===== config.mk =====
export PLATFORM = sky130hd
export DESIGN_NAME = plab4_net_mux
export DESIGN_NICKNAME = d
export VERILOG_FILES = /design/src/rtl/plab4_net_mux_pkg.sv /design/src/rtl/plab4_net_rr_arb2.sv /design/src/rtl/plab4_net_mux.sv
export SDC_FILE = /design/constraint.sdc
export NUM_CORES = 1
export LEC_CHECK = 0
export CORE_UTILIZATION = 32
export DETAILED_ROUTE_END_ITERATION = 10
export GPL_TIMING_DRIVEN = 0
export PLACE_DENSITY_LB_ADDON = 0.15
export SYNTH_ARGS = -nofsm -noshare
export SYNTH_HDL_FRONTEND = slang
export SYNTH_SLANG_ARGS = --single-unit

===== constraint.sdc =====
create_clock -name clk -period 2.4 [get_ports clk]
set_clock_uncertainty 0.05 [all_clocks]
set_input_delay 0.36 -clock clk [delete_from_list [all_inputs] [get_ports clk]]
set_output_delay 0.36 -clock clk [all_outputs]
set_load 0.1 [all_outputs]

===== src/rtl/plab4_net_mux_pkg.sv =====
// Shared definitions for the domain mux slice: message width helper,
// domain tag encodings and the round-robin priority type.
package plab4_net_mux_pkg;

  localparam logic DOMAIN_D1 = 1'b0;
  localparam logic DOMAIN_D2 = 1'b1;

  // Control message = payload + opaque + src + dest
  function automatic int net_msg_nbits(input int pc, input int o, input int s);
    return pc + o + 2 * s;
  endfunction

  typedef enum logic {
    PRIO_D1 = 1'b0,
    PRIO_D2 = 1'b1
  } rr_prio_e;

endpackage


===== src/rtl/plab4_net_rr_arb2.sv =====
// Two-input round-robin arbiter. Grants are one-hot among active requests;
// priority flips to the other input whenever a grant is consumed (en).
module plab4_net_rr_arb2
  import plab4_net_mux_pkg::*;
(
  input  logic       clk,
  input  logic       reset,
  input  logic [1:0] reqs,
  input  logic       en,
  output logic [1:0] grants,
  output logic       prio_d2
);

  rr_prio_e prio;

  // Pick the single requester, or the priority holder on a tie
  always_comb begin
    grants = reqs;
    if (reqs == 2'b11)
      grants = (prio == PRIO_D1) ? 2'b01 : 2'b10;
  end

  // Priority moves off whichever input was just served
  always_ff @(posedge clk or posedge reset) begin
    if (reset)
      prio <= PRIO_D1;
    else if (en)
      prio <= grants[0] ? PRIO_D2 : PRIO_D1;
  end

  assign prio_d2 = (prio == PRIO_D2);

endmodule


===== src/rtl/plab4_net_mux.sv =====
// Merges the D1/D2 ring channels into one domain-tagged val/rdy channel
// through a single registered output stage that is zeroed whenever idle.
module plab4_net_mux
  import plab4_net_mux_pkg::*;
#(
  parameter  int p_payload_cnbits = 32,
  parameter  int p_payload_dnbits = 32,
  parameter  int p_opaque_nbits   = 3,
  parameter  int p_srcdest_nbits  = 3,
  localparam int c_net_msg_cnbits =
    net_msg_nbits(p_payload_cnbits, p_opaque_nbits, p_srcdest_nbits)
)(
  input  logic                        clk,
  input  logic                        reset,

  input  logic                        in_val_d1,
  output logic                        in_rdy_d1,
  input  logic [c_net_msg_cnbits-1:0] in_msg_control_d1,
  input  logic [p_payload_dnbits-1:0] in_msg_data_d1,

  input  logic                        in_val_d2,
  output logic                        in_rdy_d2,
  input  logic [c_net_msg_cnbits-1:0] in_msg_control_d2,
  input  logic [p_payload_dnbits-1:0] in_msg_data_d2,

  output logic                        out_val,
  input  logic                        out_rdy,
  output logic [c_net_msg_cnbits-1:0] out_msg_control,
  output logic [p_payload_dnbits-1:0] out_msg_data,
  output logic                        out_domain
);

  logic                        val_p1;
  logic                        dom_p1;
  logic [c_net_msg_cnbits-1:0] ctrl_p1;
  logic [p_payload_dnbits-1:0] data_p1;

  logic       stage_free;
  logic       prio_d2;
  logic [1:0] grants;
  logic       accept;

  plab4_net_rr_arb2 arb (
    .clk     (clk),
    .reset   (reset),
    .reqs    ({in_val_d2, in_val_d1}),
    .en      (accept),
    .grants  (grants),
    .prio_d2 (prio_d2)
  );

  // ---- stage p0: arbitration and ready gating ----
  // Ready of each port looks only at the other port's valid and the
  // priority, so no combinational val->rdy loop forms on the same port.
  assign stage_free = !val_p1 || out_rdy;
  assign in_rdy_d1  = stage_free && (!in_val_d2 || !prio_d2);
  assign in_rdy_d2  = stage_free && (!in_val_d1 ||  prio_d2);
  assign accept     = (grants[0] && in_rdy_d1) || (grants[1] && in_rdy_d2);

  // ---- stage p1: output register ----
  // Load on accept, zero on drain with no refill, otherwise hold
  always_ff @(posedge clk or posedge reset) begin
    if (reset) begin
      val_p1  <= 1'b0;
      dom_p1  <= DOMAIN_D1;
      ctrl_p1 <= '0;
      data_p1 <= '0;
    end else if (accept) begin
      val_p1  <= 1'b1;
      dom_p1  <= grants[1] ? DOMAIN_D2 : DOMAIN_D1;
      ctrl_p1 <= grants[1] ? in_msg_control_d2 : in_msg_control_d1;
      data_p1 <= grants[1] ? in_msg_data_d2    : in_msg_data_d1;
    end else if (stage_free) begin
      val_p1  <= 1'b0;
      dom_p1  <= DOMAIN_D1;
      ctrl_p1 <= '0;
      data_p1 <= '0;
    end
  end

  assign out_val         = val_p1;
  assign out_domain      = dom_p1;
  assign out_msg_control = ctrl_p1;
  assign out_msg_data    = data_p1;

endmodule


; ---- Word-level counts from Yosys, hierarchy flattened
; Index checks and enable logic that the tools add are counted.
; Widths: inputs -> output; s select.
[word_totals]
ff_bits = 76
word_cells = 32
[op_classes]
eq_ne = 1
n_mux = 13
reduce_logical = 13
[ops]
columns = cell, count
row1 = $mux 41, 3
row2 = $mux 32, 3
row3 = $mux 1, 5
row4 = $logic_and 1x1->1, 4
row5 = $logic_not 1->1, 4
row6 = $logic_or 1x1->1, 4
row7 = $mux 2, 2
row8 = $eq 2x2->1 const B, 1
row9 = $reduce_bool 2->1, 1

; ---- Depth between registers and ports, before layout
; Gate-level depths: netlist (run 1).
[depth]
depth_word = 6
depth_mapped = 6
mapped_depth_nobuf = 3

; ---- By module
; Synthesis (run 1) repeated with hierarchy kept, for this count alone.
[hier_totals]
cells_unflattened = 356
hier_area_um2 = 4302.9
[by_module_without_submodules]
columns = module, n_inst, cells_per_inst, area_per_inst_um2, seq_area_each_um2
row1 = plab4_net_mux, 1, 350, 4236.6, 1876.8
row2 = plab4_net_rr_arb2, 1, 6, 66.3, 25.0

; ---- Worst setup path after synthesis (run 1)
; OpenSTA, ideal clock, no wires.
[synth_path]
kind = register to output
from = register val_p1 (netlist: out_val)
to = output in_rdy_d1
arrival_time_ns = 2.761
required_ns = 1.990
slack_ns = -0.771
stages_incl_launch_ff = 5
n_path_buf = 2
cell_sequence = dfrtp_1 -> nor2b_4 -> buf_6 -> clkbuf_1 -> a21oi_1
[synth_between]
elab_chain_cells = 3
[synth_lines]
columns = item, line
row1 = start: declaration, plab4_net_mux.sv:33  ; logic val_p1;
row2 = start signal: assignment, plab4_net_mux.sv:64  ; val_p1 <= 1'b0;
row3 = start signal: assignment, plab4_net_mux.sv:69  ; val_p1 <= 1'b1;
row4 = start signal: assignment, plab4_net_mux.sv:74  ; val_p1 <= 1'b0;
row5 = $logic_not 1->1, plab4_net_mux.sv:55  ; assign stage_free = !val_p1 || out_rdy;
row6 = $logic_or 1x1->1, plab4_net_mux.sv:55
row7 = $logic_and 1x1->1, plab4_net_mux.sv:56  ; assign in_rdy_d1 = stage_free && (!in_val_d2 || !prio_d2);
row8 = end: declaration, plab4_net_mux.sv:17  ; output logic in_rdy_d1,
; No other way between the ends.

; ---- Worst setup path in the final report (run 1)
[layout_path]
from = register data_p1[22] (netlist: out_msg_data[22])
to = output out_msg_data[22]
[layout_rtl]
columns = item, line
row1 = start: declaration, plab4_net_mux.sv:36  ; logic [p_payload_dnbits-1:0] data_p1;
row2 = start signal: assignment, plab4_net_mux.sv:72  ; data_p1 <= grants[1] ? in_msg_data_d2 : in_msg_data_d1;
row3 = end: declaration, plab4_net_mux.sv:29  ; output logic [p_payload_dnbits-1:0] out_msg_data,
; No word-level cell between the ends.

==> results of run 1 <==
[state kept, by name, summed over array words and instances (netlist names)]
| signal | cells |
|---|---|
| out_domain | 1 |
| out_msg_control | 41 |
| out_val | 1 |
| out_msg_data | 32 |
| arb.prio_d2 | 1 |
[where the power goes]
group,switching [mW],internal [mW]
combinational,1.75,0.747
clock,0.456,0.826
sequential,0.0991,1.47
total,2.31,3.04
[final timing paths]
check | slack, ns | end | cells past startpoint
min | 0.35 | out_msg_control[8] | 2
max | 0.12 | out_msg_data[22] | 1
max in group asynchronous | 1.37 | out_msg_control[28] | 3
min in group clk | 0.44 | out_domain | 1
min reg2reg | 0.44 | out_domain | 1
max reg2reg | 0.57 | out_msg_control[40] | 5
[metal layers]
metal  GRT usage [%]  vias up  wire, um
met5               0        -         0
met4            6.73        0        66
met2            34.9      151      5380
met1            25.2     1493      4620
met3            5.58        7       882
li1                -     1466         -
[cells in the mapped netlist, drive strengths merged]
master and number:
clkbuf 9, buf 15, nor2 1, o31ai 1, inv 3, nor2b 2, a221o 73, a211oi 1
a21o 1, or3 1, o21ai 1, nor3 1, dfrtp 76, a21oi 1, and2 73
[final cells by class]
| type | instances | area [um^2] |
|---|---|---|
| inverter | 3 | 13.8 |
| sequential | 76 | 1900 |
| fill | 825 | 3870 |
| clock buffer | 12 | 145 |
| tap | 133 | 166 |
| multi-input combinational | 156 | 1290 |
| buffer | 23 | 155 |
| timing repair buffer | 228 | 2290 |
| clock inverter | 4 | 120 |
[per-stage QoR]
step	utilization (%)	power [mW]
after floorplan	-	3.32
after global placement	58.2	4.07
after detailed placement	58.5	4.10
after CTS	61.1	5.40
after global routing	61.1	5.54
final	61.1	5.35
[repair_timing]
item	4_1_cts	5_1_grt
gates resized for setup	7	0
hold buffers	0	0
setup endpoints to repair	2	0
[cell families (layout without fill, tap and decap cells)]
group / Yosys count / after routing / share of synthesized area [%]
AOI/OAI and AO/OA: 78 / 78 / 23.2
and+or+nand+nor: 78 / 78 / 14.7
DFF: 76 / 76 / 57.0
buffers and inverters: 27 / 270 / 5.10
==> flow_summary.yaml, run 1 <==
run_status:
  status: "complete, no violations"
timing:
  worst-slew-pin-transition_ns: 1.02
  clock.fmax_ghz: 0.439
  minimum_clock_period_ns: 2.28
  finalWorstSetupSlack_ns: 0.122
  worst_slew_margin_rel_pct: 31.8
  finalCritPeriodShare_pct: 94.9
  fin_setup_tns_ns: 0
  timing_hold_violations_final: 0
  rsz0062_at_grt: "no"
  report.final.slew_viol_count: 0
  setup_viol_count_final: 0
  timing.hold.ws_ns: 0.354
place:
  port-buffer-count: 227
  gp_congestion: 0.816
  dpl-instance-area_um2: 5820
  place_inst: 620
  dp.final_hpwl_mm: 8.27
  dpl_worst_slack_ns: -0.660
clock_network:
  numCtsBuffers: 9
  insertion_delay_ns: 0.33
  clock_tree_root_buffer_cell: "sky130_fd_sc_hd__clkbuf_8"
  postCtsSetupRepairBufs: 0
  longest_clk_path_bufs: 2
  cts_tree: "built"
  tritoncts_num_sinks: 76
  ctsHtreeMaxLevel: 3
  path_clk_slew_ns: 0.08
worst_setup_path:
  largest_delay_share_family_worst_path: "buffers and inverters"
  critPathRequiredTime_ns: 1.99
  timing.critical_path.slowest_cell_delay_ns: 1.16
  cp_slowest_cell: "sky130_fd_sc_hd__clkdlybuf4s50_1"
  worstPathArrival_ns: 1.87
  critical_path.cell_chain: "clkdlybuf4s50_1"
  r2r_start: "out_val"
  crit_path_max_fanout: 2
  timing.critical_path.from: "out_msg_data[22]"
  critical_path_buffers_and_inverters: 1
  crit_path_kind: "reg2out"
  category_of_the_worst_setup_path_capture_point: "primary output"
  setup_crit_start_kind: "flip-flop"
cells_and_area:
  final_cell_count_no_fill: 635
  layout.cells.most_common: "sky130_fd_sc_hd__clkdlybuf4s50_1"
  total_inserted_antenna_cells: 0
  most-common-layout-cells: "sky130_fd_sc_hd__clkdlybuf4s50_1 (225), sky130_fd_sc_hd__dfrtp_1 (76), sky130_fd_sc_hd__a221o_1 (73)"
  layout-drive-gt1-share_pct: 7.37
  final_design_area_no_fill_um2: 6080
  finalNetCount: 648
  area_growth_syn_to_layout_pct: 82.1
global_route:
  grt_antenna_before_repair: 0
  grt_first_pass_wirelength_mm: 17.4
  via_count_of_the_first_global_routing_pass: 3318
  global_route.usage.total_pct: 20.5
  pin_count_of_the_biggest_net_entering_global_routing: 40
  grt_remaining_overflow: 0
floorplan:
  die_x_um: 104
  io_pins: 228
  die_height_um: 104
  core.rowCount: 36
  initial_utilization_pct: 33.5
  core_um2: 9950
  total_die_area_um2: 10800
pwr:
  leakagePower_nw: 2.56
  ir_drop_mv: 0.493
  power_per_cell_area_nw_per_um2: 879
min_path:
  min_path_type: "in2async"
route:
  avgViaCountPerCell: 4.91
  detail_route.drc_violations: 0
  wl_mm: 11.0
  first_pass_iters: 4
  wire_per_inst_um: 17.2
  postRouteAntennaNets: 0
  drt-initial-drc-count: 125
  vias: 3117
synthesis:
  synth_top_cell_area_share_pct: 57.0
  synth.avg_cell_area_um2: 12.9
  synth_seq_area_share_pct: 57.0
  synth_cell_type_count: 18
  postSynthCellCount: 259
  mappedNetlistNets: 410
  synthDominantAreaCellType: "sky130_fd_sc_hd__dfrtp_1"
  syn-cell-area_um2: 3340
  ys.warnings.count: 0
  ys_ff_latch: 76
  post_synth_main_area_contributors: "sky130_fd_sc_hd__dfrtp_1 (57%), sky130_fd_sc_hd__a221o_1 (22%), sky130_fd_sc_hd__and2_1 (13%)"
flow_run:
  max_cap_violations: 0
Note: power is estimated with default switching activity, not from simulation.
==> inputs of run 2 (changes only) <==
CORE_MARGIN = 1   (was default)
==> results of run 2 <==
Same layout as run 1: the final DEF is identical, and so are final timing and power.
==> inputs of run 3 (changes only) <==
SETUP_SLACK_MARGIN = 0.15   (was default)
SLEW_MARGIN = 20   (was default)
==> run 3 against run 2 <==
  * First-iteration DRC count is 10% higher
  * Sequential power barely moved
  * Hold slack better by 0.012 ns
  * Register-to-register slack barely moved
  * Via count up 0.35%
  * Die area stayed put
  * Sequential share of layout area up 0.23 points
  * Global-route usage is 0.44 points lower
  * Largest power group unchanged
  * Critical path depth stayed put
  * Clock power decreased by 28%
  * Routed wire length fell by 2.4%
==> flow_summary.yaml, run 3 (same netlist as run 1, synthesis figures left out) <==
run_status:
  status: "complete, no violations"
worst_setup_path:
  crit_path_kind: "reg2out"
  critical_path_buffers_and_inverters: 1
  reg2reg_slack_ns: 0.57
  r2r_end: "out_msg_control[29]"
  endpoint: "out_msg_control[16]"
  crit_path_max_fanout: 2
  critical_path.cell_chain: "clkdlybuf4s50_1"
  timing.critical_path.from: "out_msg_control[16]"
  critPathRequiredTime_ns: 1.99
  worstPathArrival_ns: 1.81
  cp_slowest_cell: "sky130_fd_sc_hd__clkdlybuf4s50_1"
  largest_delay_share_family_worst_path: "buffers and inverters"
  setup_crit_start_kind: "flip-flop"
  category_of_the_worst_setup_path_capture_point: "primary output"
  timing.critical_path.slowest_cell_delay_ns: 1.13
  timing.reg2reg.worst_path_depth: 5
  r2r_start: "arb.prio_d2"
  cp_num_cells: 1
place:
  dp.final_hpwl_mm: 8.10
  place_inst: 621
  port-buffer-count: 227
  dpl-instance-area_um2: 5850
  gp_congestion: 0.788
floorplan:
  initial_utilization_pct: 33.5
  io_pins: 228
  core_um2: 9950
  die_height_um: 104
  total_die_area_um2: 10800
  die_x_um: 104
  core.rowCount: 36
global_route:
  pin_count_of_the_biggest_net_entering_global_routing: 32
  grt_remaining_overflow: 0
  grt_antenna_before_repair: 0
  global_route.usage.total_pct: 20.1
  grt_first_pass_wirelength_mm: 17.1
  via_count_of_the_first_global_routing_pass: 3327
clock_network:
  ctsHtreeMaxLevel: 3
  numCtsBuffers: 9
  path_clk_slew_ns: 0.07
  clock_tree_root_buffer_cell: "sky130_fd_sc_hd__clkbuf_8"
  longest_clk_path_bufs: 2
  tritoncts_num_sinks: 76
  cts_tree: "built"
  insertion_delay_ns: 0.34
  postCtsSetupRepairBufs: 0
timing:
  setup_viol_count_final: 0
  minimum_clock_period_ns: 2.22
  rsz0062_at_grt: "no"
  report.final.slew_viol_count: 0
  worst_slew_margin_rel_pct: 32.5
  clock.fmax_ghz: 0.450
  worst-slew-pin-transition_ns: 1.02
  fin_setup_tns_ns: 0
  finalCritPeriodShare_pct: 92.5
  timing_hold_violations_final: 0
pwr:
  leakagePower_nw: 2.99
  power_per_cell_area_nw_per_um2: 810
  ir_drop_mv: 0.483
cells_and_area:
  area_growth_syn_to_layout_pct: 80.9
  final_design_area_no_fill_um2: 6040
  total_inserted_antenna_cells: 0
  most-common-layout-cells: "sky130_fd_sc_hd__clkdlybuf4s50_1 (152), sky130_fd_sc_hd__dfrtp_1 (75), sky130_fd_sc_hd__a221o_1 (73)"
  largest_register_ff_count: 41
  layout.cells.most_common: "sky130_fd_sc_hd__clkdlybuf4s50_1"
  finalNetCount: 649
  final_cell_count_no_fill: 635
  layout-drive-gt1-share_pct: 7.77
route:
  drt-initial-drc-count: 138
  postRouteAntennaNets: 0
  wl_mm: 10.7
  avgViaCountPerCell: 4.93
  wire_per_inst_um: 16.8
  first_pass_iters: 4
  vias: 3128
  detail_route.drc_violations: 0
flow_run:
  max_cap_violations: 0
min_path:
  min_path_type: "in2async"
==> run 3: routing by layer <==
metal | part of all wire, % | track usage (%)
met1 | 44 | 24.4
met2 | 47 | 33.6
met3 | 7.4 | 5.39
met4 | 1.9 | 8.57
met5 | 0 | 0
==> run 3: report_power, final <==
part | leakage, nW | total (mW) | internal [mW] | switching [mW]
Clock | 0.0986 | 0.920 | 0.483 | 0.437
Sequential | 0.955 | 1.56 | 1.47 | 0.0925
Combinational | 1.94 | 2.42 | 0.664 | 1.75
Total | 2.99 | 4.89 | 2.61 | 2.28
==> run 3: how the worst min path moves through the flow <==
| stage | start | end | slack (ns) | depth (start not counted) |
|---|---|---|---|---|
| after floorplan | in_val_d2 | out_val | 0.42 | 1 |
| after global placement | out_domain | out_domain | 0.41 | 1 |
| after detailed placement | out_domain | out_domain | 0.42 | 1 |
| after CTS | reset | out_msg_control[7] | 0.37 | 2 |
| after global routing | reset | out_msg_control[26] | 0.41 | 2 |
| final | reset | out_msg_control[26] | 0.37 | 2 |
==> run 3: through the flow <==
stage                     total power, mW  setup slack (ns)  hold slack [ns]  util, %
after detailed placement             4.10            -0.670            0.421     58.8
after global placement               4.07            -0.651            0.410     58.3
after floorplan                      3.32             0.287            0.419        -
final                                4.89             0.180            0.367     60.7
after CTS                            4.95             0.150            0.368     60.0
after global routing                 5.07             0.154            0.414     60.7
==> run 3: timing repair <==
action | in CTS | in global routing
setup endpoints to repair | 49 | 26
gates resized for setup | 54 | 26
hold buffers | 0 | 0
==> run 3: layout make-up <==
cell class | instances | area [um^2]
Buffer | 23 | 155
Clock buffer | 14 | 183
Clock inverter | 1 | 5.00
Fill cell | 844 | 3910
Inverter | 3 | 15.0
Multi-Input combinational cell | 156 | 1290
Sequential cell | 76 | 1900
Tap cell | 133 | 166
Timing Repair Buffer | 229 | 2330
